<file path="src/rtl/axi_master_pkg.sv">
// Shared AXI master definitions: default bus geometry, burst encodings and
// the splitter FSM state type.
package axi_master_pkg;

  localparam int ADDR_W          = 64;
  localparam int LEN_W           = 8;
  localparam int ID_W            = 4;
  localparam int PAGE_SIZE_BYTES = 4096;

  localparam logic [1:0] AXI_BURST_INCR = 2'b01;

  typedef enum logic {
    ST_IDLE  = 1'b0,
    ST_SPLIT = 1'b1
  } split_state_e;

endpackage

</file>
<file path="src/rtl/axi_seg_calc.sv">
// Combinational segment sizer: largest burst from addr that stays inside one
// page, fits in an AWLEN field and does not exceed the beats still owed.
module axi_seg_calc #(
  parameter int ADDR_W          = axi_master_pkg::ADDR_W,
  parameter int LEN_W           = axi_master_pkg::LEN_W,
  parameter int TOT_W           = 16,
  parameter int PAGE_SIZE_BYTES = axi_master_pkg::PAGE_SIZE_BYTES
) (
  input  logic [ADDR_W-1:0] addr,
  input  logic [TOT_W-1:0]  remaining,
  input  logic [2:0]        size,
  output logic [TOT_W-1:0]  seg
);

  localparam int PAGE_LSB = $clog2(PAGE_SIZE_BYTES);
  // One bit above the widest operand so PAGE_SIZE_BYTES and 2**LEN_W are exact.
  localparam int W1       = (TOT_W > PAGE_LSB + 1) ? TOT_W : PAGE_LSB + 1;
  localparam int CALC_W   = ((W1 > LEN_W + 1) ? W1 : LEN_W + 1) + 1;

  logic [CALC_W-1:0] page_off;
  logic [CALC_W-1:0] room_beats;
  logic [CALC_W-1:0] max_beats;
  logic              unused_addr_hi;

  assign unused_addr_hi = ^addr[ADDR_W-1:PAGE_LSB];

  always_comb begin
    page_off   = CALC_W'(addr[PAGE_LSB-1:0]);
    room_beats = (CALC_W'(PAGE_SIZE_BYTES) - page_off) >> size;
    max_beats  = CALC_W'(1) << LEN_W;
    seg        = remaining;
    if (room_beats < CALC_W'(seg)) seg = TOT_W'(room_beats);
    if (max_beats < CALC_W'(seg))  seg = TOT_W'(max_beats);
  end

endmodule

</file>
<file path="src/rtl/axi_wr_burst_splitter.sv">
// Splits a user write command (start address + total beats) into INCR AW
// bursts that never cross a page and never exceed the AWLEN range.
module axi_wr_burst_splitter #(
  parameter int ADDR_W          = axi_master_pkg::ADDR_W,
  parameter int LEN_W           = axi_master_pkg::LEN_W,
  parameter int ID_W            = axi_master_pkg::ID_W,
  parameter int PAGE_SIZE_BYTES = axi_master_pkg::PAGE_SIZE_BYTES,
  parameter int TOT_W           = 16
) (
  input  logic              aclk,
  input  logic              aresetn,
  input  logic              cmd_valid,
  output logic              cmd_ready,
  input  logic [ADDR_W-1:0] cmd_addr,
  input  logic [TOT_W-1:0]  cmd_beats,
  input  logic [2:0]        cmd_size,
  input  logic [ID_W-1:0]   cmd_id,
  output logic              awvalid,
  input  logic              awready,
  output logic [ADDR_W-1:0] awaddr,
  output logic [LEN_W-1:0]  awlen,
  output logic [2:0]        awsize,
  output logic [1:0]        awburst,
  output logic [ID_W-1:0]   awid,
  output logic              seg_last,
  output logic              cmd_err,
  output logic              busy
);

  import axi_master_pkg::*;

  split_state_e      state_q, state_d;
  logic [ADDR_W-1:0] addr_q, addr_d;
  logic [TOT_W-1:0]  rem_q, rem_d;
  logic [2:0]        size_q, size_d;
  logic [ID_W-1:0]   id_q, id_d;
  logic              cmd_err_q, cmd_err_d;
  logic [TOT_W-1:0]  seg;

  axi_seg_calc #(
    .ADDR_W          (ADDR_W),
    .LEN_W           (LEN_W),
    .TOT_W           (TOT_W),
    .PAGE_SIZE_BYTES (PAGE_SIZE_BYTES)
  ) u_seg_calc (
    .addr      (addr_q),
    .remaining (rem_q),
    .size      (size_q),
    .seg       (seg)
  );

  always_comb begin
    state_d   = state_q;
    addr_d    = addr_q;
    rem_d     = rem_q;
    size_d    = size_q;
    id_d      = id_q;
    cmd_err_d = 1'b0;
    case (state_q)
      ST_IDLE: begin
        if (cmd_valid) begin
          if (cmd_beats == '0) begin
            cmd_err_d = 1'b1;
          end else begin
            // Align the start address down to the beat size.
            addr_d  = cmd_addr & ~((ADDR_W'(1) << cmd_size) - ADDR_W'(1));
            rem_d   = cmd_beats;
            size_d  = cmd_size;
            id_d    = cmd_id;
            state_d = ST_SPLIT;
          end
        end
      end
      ST_SPLIT: begin
        if (awready) begin
          addr_d = addr_q + (ADDR_W'(seg) << size_q);
          rem_d  = rem_q - seg;
          if (seg == rem_q) state_d = ST_IDLE;
        end
      end
      default: state_d = ST_IDLE;
    endcase
  end

  always_ff @(posedge aclk) begin
    if (!aresetn) begin
      state_q   <= ST_IDLE;
      addr_q    <= '0;
      rem_q     <= '0;
      size_q    <= '0;
      id_q      <= '0;
      cmd_err_q <= 1'b0;
    end else begin
      state_q   <= state_d;
      addr_q    <= addr_d;
      rem_q     <= rem_d;
      size_q    <= size_d;
      id_q      <= id_d;
      cmd_err_q <= cmd_err_d;
    end
  end

  // AW fields come straight from registers, so they hold while stalled.
  assign cmd_ready = (state_q == ST_IDLE);
  assign busy      = (state_q == ST_SPLIT);
  assign awvalid   = busy;
  assign awaddr    = addr_q;
  assign awlen     = LEN_W'(seg - TOT_W'(1));
  assign awsize    = size_q;
  assign awburst   = AXI_BURST_INCR;
  assign awid      = id_q;
  assign seg_last  = busy && (seg == rem_q);
  assign cmd_err   = cmd_err_q;

endmodule

</file>
<file path="config.mk">
export PLATFORM = sky130hd
export DESIGN_NAME = axi_wr_burst_splitter
export DESIGN_NICKNAME = d
export VERILOG_FILES = /design/src/rtl/axi_master_pkg.sv /design/src/rtl/axi_seg_calc.sv /design/src/rtl/axi_wr_burst_splitter.sv
export SDC_FILE = /design/constraint.sdc
export NUM_CORES = 1
export LEC_CHECK = 0
export ABC_AREA = 1
export BUFFER_PORTS_ARGS = -buffer_cell sky130_fd_sc_hd__buf_2
export CORE_MARGIN = 3
export CORE_UTILIZATION = 40
export DETAILED_ROUTE_END_ITERATION = 8
export PLACE_DENSITY = 0.68
export SLEW_MARGIN = 20
export SYNTH_ARGS = -nofsm -noshare
export SYNTH_HDL_FRONTEND = slang
export SYNTH_HIERARCHICAL = 1
export SYNTH_SLANG_ARGS = --single-unit
export TNS_END_PERCENT = 1
</file>
<file path="constraint.sdc">
create_clock -name aclk -period 16.15 [get_ports aclk]
set_input_delay 0.8075 -clock aclk [delete_from_list [all_inputs] [get_ports aclk]]
set_output_delay 0.8075 -clock aclk [all_outputs]
set_load 0.05 [all_outputs]
</file>
-- Word-level counts from Yosys, hierarchy flattened
Cells that the tools add are included.
- bits in registers: 89
- bits of input ports: 91
- output and inout port bits: 86
- word-level logic and storage cells: 47
- $add $sub $neg: 5
- order comparisons: 2
- eq/ne operators: 4
- shift-type cells: 3
- muxes and demuxes: 16
- bitwise logic cells: 6
- reduce and logical (&&, ||, !) cells: 5
- operator list (cell ; number):
    two-way mux 64 bit ; 3
    one-hot mux 64 bit (2 select lines) ; 1
    two-way mux 16 bit ; 5
    adder 64 bit ; 1
    AND 64 bit ; 1
    inverter 64 bit ; 1
    left shift 1 x 3 -> 64 bit, first input constant ; 1
    left shift 16 x 3 -> 64 bit ; 1
    subtractor 64 x 1 -> 64 bit, second input constant ; 1
    one-hot mux 16 bit (2 select lines) ; 1
    less-than comparator 17 x 16 -> 1 bit ; 1
    right shift 17 x 3 -> 17 bit ; 1
    equality test 16 bit ; 1
    logical NOT 16 bit ; 1
    less-than comparator 9 x 16 -> 1 bit, first input constant ; 1
    subtractor 16 bit ; 1
    subtractor 13 x 12 -> 14 bit, first input constant ; 1
    subtractor 8 x 1 -> 8 bit, second input constant ; 1
    != test 2 bit, second input constant ; 3
    AND reduction 3 bit ; 2
    two-way mux 1 bit ; 5
    inverter 1 bit ; 4
    OR reduction 3 bit ; 1
    one-hot mux 1 bit (2 select lines) ; 1
    logical AND 1 bit ; 1

-- Depth between registers and ports, before layout
Gate-level depths: netlist of run 1.
- word-level depth: 10
- gate-level depth with buffers: 51
- mapped depth without buffers: 50

-- Cells and area by module
The synthesis of run 1 kept the hierarchy.
- modules (own cells, without submodules) (module ; instances ; cells an instance ; area an instance (um^2) ; sequential area each (um^2)):
    axi_wr_burst_splitter ; 1 ; 1552 ; 8795.9 ; 1781.7
    axi_seg_calc ; 1 ; 274 ; 1468.9 ; 0.0

-- Least setup slack after synthesis of run 1
OpenSTA, ideal clock, no wires.
- path kind: register to output
- from: register addr_q[0], in the netlist awaddr[0]
- to: output port awlen[6]
- arrival: 5328 ps
- required time: 15342 ps
- slack: 10014 ps
- cell stages (with the launch flop): 28
- buffers on the path: 1
- path through: dfxtp_1 -> inv_1 -> ha_1 -> inv_1 -> nor2_1 -> nand2_1 -> nor2_1 -> nand2_1 -> nand2_1 -> nand3_1 -> nand3_1 -> nand3_1 -> nand2_1 -> ha_1 -> a21oi_1 -> o21a_1 -> o211ai_1 -> a22oi_1 -> buf_2 -> nand3_1 -> a21oi_1 -> nand3b_4 -> a21oi_2 -> inv_1 -> ha_1 -> nand3_1 -> nor3_1 -> xor2_1
- cells in the longest elaborated chain, start to end: 7
- ends and longest elaborated chain (what ; RTL line ; RTL):
    start, declared ; axi_wr_burst_splitter.sv:33 ; logic [ADDR_W-1:0] addr_q, addr_d;
    start signal, assigned ; axi_wr_burst_splitter.sv:95 ; addr_q <= addr_d;
    subtractor 13 x 12 -> 14 bit * ; axi_seg_calc.sv:29 ; room_beats = (CALC_W'(PAGE_SIZE_BYTES) - page_off) >> size;
    right shift 17 x 3 -> 17 bit * ; axi_seg_calc.sv:29 ;
    less-than comparator 17 x 16 -> 1 bit ; axi_seg_calc.sv:32 ; if (room_beats < CALC_W'(seg)) seg = TOT_W'(room_beats);
    two-way mux 16 bit * ; axi_seg_calc.sv:32 ;
    less-than comparator 9 x 16 -> 1 bit ; axi_seg_calc.sv:33 ; if (max_beats < CALC_W'(seg)) seg = TOT_W'(max_beats);
    two-way mux 16 bit * ; axi_seg_calc.sv:33 ;
    net seg[0] ; axi_wr_burst_splitter.sv:38 ; logic [TOT_W-1:0] seg;
    subtractor 8 x 1 -> 8 bit * ; axi_wr_burst_splitter.sv:108 ; assign awlen = LEN_W'(seg - TOT_W'(1));
    end, declared ; axi_wr_burst_splitter.sv:21 ; output logic [LEN_W-1:0] awlen,
The timed path passes the listed nets; every way through them passes the cells marked *.

-- Worst setup path after layout of run 1
- from: register addr_q[0], in the netlist awaddr[0]
- to: register addr_q[41], in the netlist awaddr[41]
- cells in the longest elaborated chain, start to end: 10
- ends and longest elaborated chain (what ; RTL line ; RTL):
    subtractor 13 x 12 -> 14 bit * ; axi_seg_calc.sv:29 ;
    right shift 17 x 3 -> 17 bit * ; axi_seg_calc.sv:29 ;
    less-than comparator 17 x 16 -> 1 bit ; axi_seg_calc.sv:32 ;
    two-way mux 16 bit * ; axi_seg_calc.sv:32 ;
    less-than comparator 9 x 16 -> 1 bit ; axi_seg_calc.sv:33 ;
    two-way mux 16 bit * ; axi_seg_calc.sv:33 ;
    net seg[1] ; axi_wr_burst_splitter.sv:38 ;
    left shift 16 x 3 -> 64 bit * ; axi_wr_burst_splitter.sv:76 ; addr_d = addr_q + (ADDR_W'(seg) << size_q);
    adder 64 bit * ; axi_wr_burst_splitter.sv:76 ;
    two-way mux 64 bit * ; axi_wr_burst_splitter.sv:75 ; if (awready) begin
    one-hot mux 64 bit (2 select lines) * ; axi_wr_burst_splitter.sv:59 ; case (state_q)
The timed path passes the listed nets; every way through them passes the cells marked *. The select of a mux whose other input is x is not followed.
A chain may end at the register's enable or synchronous reset.

==> run metrics, run 1 <==
sw frac 0.5319; Final nets 2097; Worst VDD drop 0.00007454 V; NetSw 0.6283 mW; post-route ant nets 0; max-cap violations 0; largest delay contributor family on the critical path simple AND/OR/NAND/NOR gates; synthesized area per cell 5.621 sq um; DRT Pass-1 Iters 6; layout cells sized above 1 0.1391; gr usage total 0.2561; crit path from awaddr[0]; post-synth top area share 0.1880; initial antenna violation count 0; Flop pwr share 0.241; max incr delay on CP 0.39 ns; Seq/Total Area, Yosys 0.1736; Initial Util 0.4148; Die X 166.2 microns; outcome completed; fin crit share 0.4360; cell area after synthesis 10260 sq um; Slew Limit Headroom 0.3564; placer congestion estimate 0.9675; largest area contributor in the netlist nand2_1; async set or reset register ratio after synthesis 0; number of synthesized flops with an enable pin 0; routed vias 12228; via density per instance 5.363; Critical Path Fanout Max 14; core area 24750 sq um; post_cts resized 0; LEAKAGE 5.691 nW; worst-skew pair later-pin latency 0.38 ns; WL final 37110 microns; IO Count 177; Syn. warnings 6; wire per inst 16.27 microns; cts hold-fix bufs 0; slowest CP cell o21ai_0; first-pass GRT wire length 57930 microns; Critical Path RT 16.46 ns; Max Clk Rate 142.0 MHz; setup TNS 0 ns; CP endpoint kind flip-flop; vias in the first global route 11123; register area 1785 sq um; pwr/cell area 102.1 nW/um^2; num rows 57; fin crit period 7.041 ns; Int Power 0.5529 mW; Port Buffer Count 174; area of the die 27620 sq um; dpl cell area 11270 sq um; largest net degree at the start of global routing 86; Arrival @ worst endpoint 7.35 ns; Num CTS Buffers 9; RSZ-0062 raised after global routing false; DRC viols 0; area of the multi-input gates 7226 sq um; Root Buffer clkbuf_16; Yosys cell types 48; CP startpoint kind flip-flop; clock skew 0.01742 ns; CTS tree built; clock sink count 89; Starting DRT DRC Count 916; Crit Path Class reg -> reg; top cells by area, synth nand2_1 (19%), dfxtp_1 (17%), inv_1 (8.6%), nand3_1 (8.1%), a21oi_1 (6.8%); synth-to-layout area growth 12.73%; Buf/Inv on CP 7; Slew @ Worst Pin 0.9654 ns; DPL Wire Length 28750 microns; final hold slack 0.4938 ns; Die Ht 166.2 microns; Post-CTS Setup Bufs 0; Fill cells 2686; total power 1.181 mW; worst hold start rem_q[14]; top_reg_cell synth dfxtp_1; Setup-failing EPs final 0; Syn Inst Count 1826; Reg clk slew, reported paths 0.08 ns; final-report max-slew violation count 0; min-delay worst type reg -> reg; Max Buffers Root-to-Sink 2; diode count 0; H-Tree Depth 3; power share of the clock group 0.189; most frequent CP cell nand2_1; flops & latches, synth 89; Reg-to-Reg Start awaddr[0]; total grt overflow 0; final hold vios 0; fin area 11570 sq um; Comb pwr share 0.569
-- Yosys cell counts, drive strengths merged (4+ instances only) --
master,count
nand3,171
dfxtp,89
inv,244
nand3b,8
o21ai,137
o21bai,4
xor2,27
nor3,31
mux2i,12
ha,53
nand2,527
buf,40
clkbuf,35
nor2,198
nand4,31
xnor2,5
a21oi,150
a21o,5
or2,6
a31oi,32
-- layout make-up --
class | count | share of cell area
Inverter | 245 | 0.07969
Multi-Input combinational cell | 1423 | 0.6245
Clock inverter | 6 | 0.004758
Timing Repair Buffer | 183 | 0.08110
Sequential cell | 89 | 0.1543
Clock buffer | 10 | 0.02065
Tap cell | 324 | 0.03503
-- logic make-up after synthesis --
kind of cell | share of synthesized area
and+or+nand+nor | 0.4124
AOI/OAI and AO/OA | 0.1808
buffers and inverters | 0.1247
DFF | 0.1736
adders and majority gates | 0.06850
xor gates and xnor gates | 0.02730
muxes | 0.01170
other | 0.001097
-- placed cells by master, fill, tap and decap left out, types with 3 or more instances in the layout --
cell type | Yosys | final
inv_6 | 0 | 3
o21ai_2 | 4 | 4
a21o_1 | 5 | 5
conb_1 | 3 | 9
nand2_4 | 4 | 4
a31oi_1 | 32 | 32
nand2_1 | 514 | 514
o21ai_0 | 128 | 128
xnor2_1 | 5 | 5
a211oi_1 | 3 | 3
buf_2 | 18 | 174
or2_1 | 3 | 3
nor2_4 | 3 | 3
nand3_1 | 166 | 166
mux2i_1 | 12 | 12
nand4_1 | 31 | 31
ha_1 | 53 | 53
inv_1 | 234 | 233
nand2_2 | 9 | 9
o21bai_1 | 4 | 4
nor3_2 | 9 | 9
inv_2 | 10 | 10
nor2_1 | 182 | 182
nor2_2 | 13 | 13
o21ai_1 | 5 | 5
nor3_1 | 22 | 22
nand3_2 | 5 | 5
o211ai_1 | 3 | 3
buf_4 | 11 | 8
dfxtp_1 | 89 | 88
xor2_1 | 27 | 27
nand3b_1 | 7 | 7
a21oi_2 | 9 | 9
or2_2 | 3 | 3
a21oi_1 | 140 | 140
clkbuf_16 | 0 | 9
-- per-stage QoR --
step | setup WS, ns | cells | util
after global routing | 8.383 | 2280 | 0.4676
after global placement | 9.085 | 2263 | 0.4553
after floorplan | 10.01 | 1832 | -
after CTS | 8.886 | 2279 | 0.4673
after detailed placement | 8.961 | 2263 | 0.4554
final | 9.109 | 2280 | 0.4676
-- tightest hold or removal path: stages (launching register included) --
cell     delay [ns]
dfxtp_1        0.33
nand2_1        0.06
a21oi_1        0.06
-- flip-flops by register name, indices dropped and copies added (netlist names) --
name / count
awaddr: 64
awid: 4
awsize: 3
awvalid: 1
cmd_err: 1
rem_q: 16
-- worst paths after layout --
check / to / slack, ns / depth (start not counted)
hold reg to reg: rem_q[14] / 0.49 / 2
setup reg to reg: awaddr[41] / 9.11 / 43
setup / recovery: awaddr[41] / 9.11 / 43
hold / removal: rem_q[14] / 0.49 / 2
-- power by group through the flow --
stage | clock network [mW] | logic, mW | registers [mW]
floorplan | 0 | 0.451 | 0.333
global placement | 0 | 0.657 | 0.290
global route | 0.235 | 0.740 | 0.288
detailed placement | 0 | 0.661 | 0.289
finish | 0.224 | 0.672 | 0.285
CTS | 0.227 | 0.664 | 0.284
-- per-layer routing --
layer | global-route usage | share of wire | vias to the layer above
met5 | 0 | 0 | -
met4 | 0.08752 | 0.027 | 0
met3 | 0.03880 | 0.072 | 64
met2 | 0.4256 | 0.46 | 464
met1 | 0.3397 | 0.44 | 5528
li1 | - | - | 6172
Power figures use the tool's default switching activity.
==> run 2: changes to the inputs <==
- clock period: 16.15 -> 6.8 ns (I/O delays scaled with it)
==> run 2 against run 1 <==
Net effect:
- clock-buffer cell count unchanged
- flip-flop and latch count unchanged
- final area up 1.4%
- die area unchanged
- clock skew down 0.0045 ns
- highest routed layer unchanged
==> run metrics, run 2 (synthesized netlist as in run 1, its figures left out) <==
Fill cells 2693 (+0.26%); CP startpoint kind flip-flop; worst-skew pair later-pin latency 0.36 ns (-0.02 ns); worst hold start cmd_id[0]; H-Tree Depth 3 (unchanged); initial antenna violation count 0 (unchanged); commonest non-fill, non-tap cell in the layout nand2_1; layout cells sized above 1 0.1488 (+0.009768); Critical Path RT 7.09 ns (-9.37 ns); total grt overflow 0 (unchanged); Final nets 2103 (+0.29%); setup TNS 0 ns (unchanged); via density per instance 5.413 (+0.92%); dpl cell area 11300 sq um (+0.24%); slowest CP cell dfxtp_1; clock sink count 89 (unchanged); max FFs per register 64 (unchanged); CTS tree built; gr usage total 0.2587 (+0.002593); Port Buffer Count 174 (unchanged); routed vias 12373 (+1.2%); Worst VDD drop 0.0001400 V (+88%); min-delay worst type in -> reg; Die Ht 166.2 microns (unchanged); crit path from awaddr[0]; Critical Path Fanout Max 14 (unchanged); synth-to-layout area growth 14.31%; DRT Pass-1 Iters 7 (+1); pwr/cell area 247.0 nW/um^2 (+140%); final hold slack 0.2040 ns (-0.2898 ns); Reg-to-Reg Start awaddr[0]; max-cap violations 0 (unchanged); post-layout util 0.4741 (+0.006572); Initial Util 0.4148 (unchanged); largest net degree at the start of global routing 95 (+10%); Num CTS Buffers 9 (unchanged); Reg clk slew, reported paths 0.08 ns (about the same); final hold vios 0 (unchanged); max incr delay on CP 0.34 ns (-0.05 ns); RSZ-0062 raised after global routing true; area of the die 27620 sq um (unchanged); IO Count 177 (unchanged); wire per inst 16.49 microns (+1.3%); Root Buffer clkbuf_16; Crit Path Class reg -> reg; WL final 37700 microns (+1.6%); Setup-failing EPs final 0 (unchanged); outcome completed; diode count 0 (unchanged); Starting DRT DRC Count 1098 (+20%); DPL Wire Length 29330 microns (+2.0%); PnR worst setup slack 0.5935 ns (-8.516 ns); Slew Limit Headroom 0.3018 (-0.05462); Slew @ Worst Pin 1.047 ns (+0.08194 ns); most frequent CP cell nand2_1; Die X 166.2 microns (unchanged); clock skew 0.01289 ns (-0.004533 ns); num rows 57 (unchanged); cts hold-fix bufs 0 (unchanged); fin area 11730 sq um (+1.4%); Max Clk Rate 161.1 MHz (+13%); final-report max-slew violation count 0 (unchanged); fin crit share 0.9127 (+0.4768); LEAKAGE 5.761 nW (+1.2%); DRC viols 0 (unchanged); commonest cells after routing, fill and taps aside nand2_1 (512), inv_1 (232), nor2_1 (179); worst slack at placement 0.2352 ns (-8.726 ns); CP endpoint kind flip-flop; core area 24750 sq um (unchanged); placer congestion estimate 0.9676 (about the same); Max Buffers Root-to-Sink 2 (unchanged); first-pass GRT wire length 58910 microns (+1.7%); Arrival @ worst endpoint 6.50 ns (-0.85 ns); fin crit period 6.206 ns (-0.8343 ns); vias in the first global route 11047 (-0.68%); post-route ant nets 0 (unchanged)
## run 2: cell types whose count changed in the layout (fill, tap and decap cells not counted), moves of 4 or more
cell / before / now
o21ai_1: 5 / 14
nand3_1: 166 / 162
buf_4: 8 / 14
o21ai_0: 128 / 118
## run 2: worst paths after layout
path	end	slack, ns	cells past startpoint
setup / recovery	awaddr[43]	0.59	43
hold / removal	awid[0]	0.20	3
setup reg to reg	awaddr[43]	0.59	43
hold reg to reg	rem_q[12]	0.50	2
## run 2: what timing repair did
item,in CTS,in global routing
setup endpoints to repair,0,57
resized for setup,0,30
hold endpoints to repair,0,0
setup buffers,0,2
## run 2: layout make-up
class	count	area, sq um	share of cell area
Multi-Input combinational cell	1423	7303	0.6224
Sequential cell	89	1787	0.1523
Timing Repair Buffer	189	980.9	0.08360
Inverter	245	920.9	0.07848
Tap cell	324	405.4	0.03455
Clock buffer	10	239.0	0.02037
Clock inverter	6	97.59	0.008317
## run 2: power breakdown
part	switching (mW)	total (mW)	internal (mW)
Sequential	0.103	0.679	0.575
Clock	0.250	0.589	0.338
Combinational	1.14	1.63	0.488
## run 2: critical path, delay by kind of cell, from the launching register on
family	cells	cell delay, ns
simple gates	23	2.49
compound gates	10	1.89
fa+ha+maj	3	0.78
buf+inv	7	0.66
flops	1	0.34
## run 2: through the flow
stage / instances / total power, mW
after CTS: 2283 / 2.861
after floorplan: 1832 / 1.863
after global routing: 2286 / 3.094
after detailed placement: 2267 / 2.270
final: 2286 / 2.898
after global placement: 2267 / 2.266
## run 2: per-layer routing
layer	wire length (microns)	GRT usage
met3	2531	0.03309
met1	16900	0.3532
met2	17060	0.4229
met5	0	0
met4	1213	0.08644
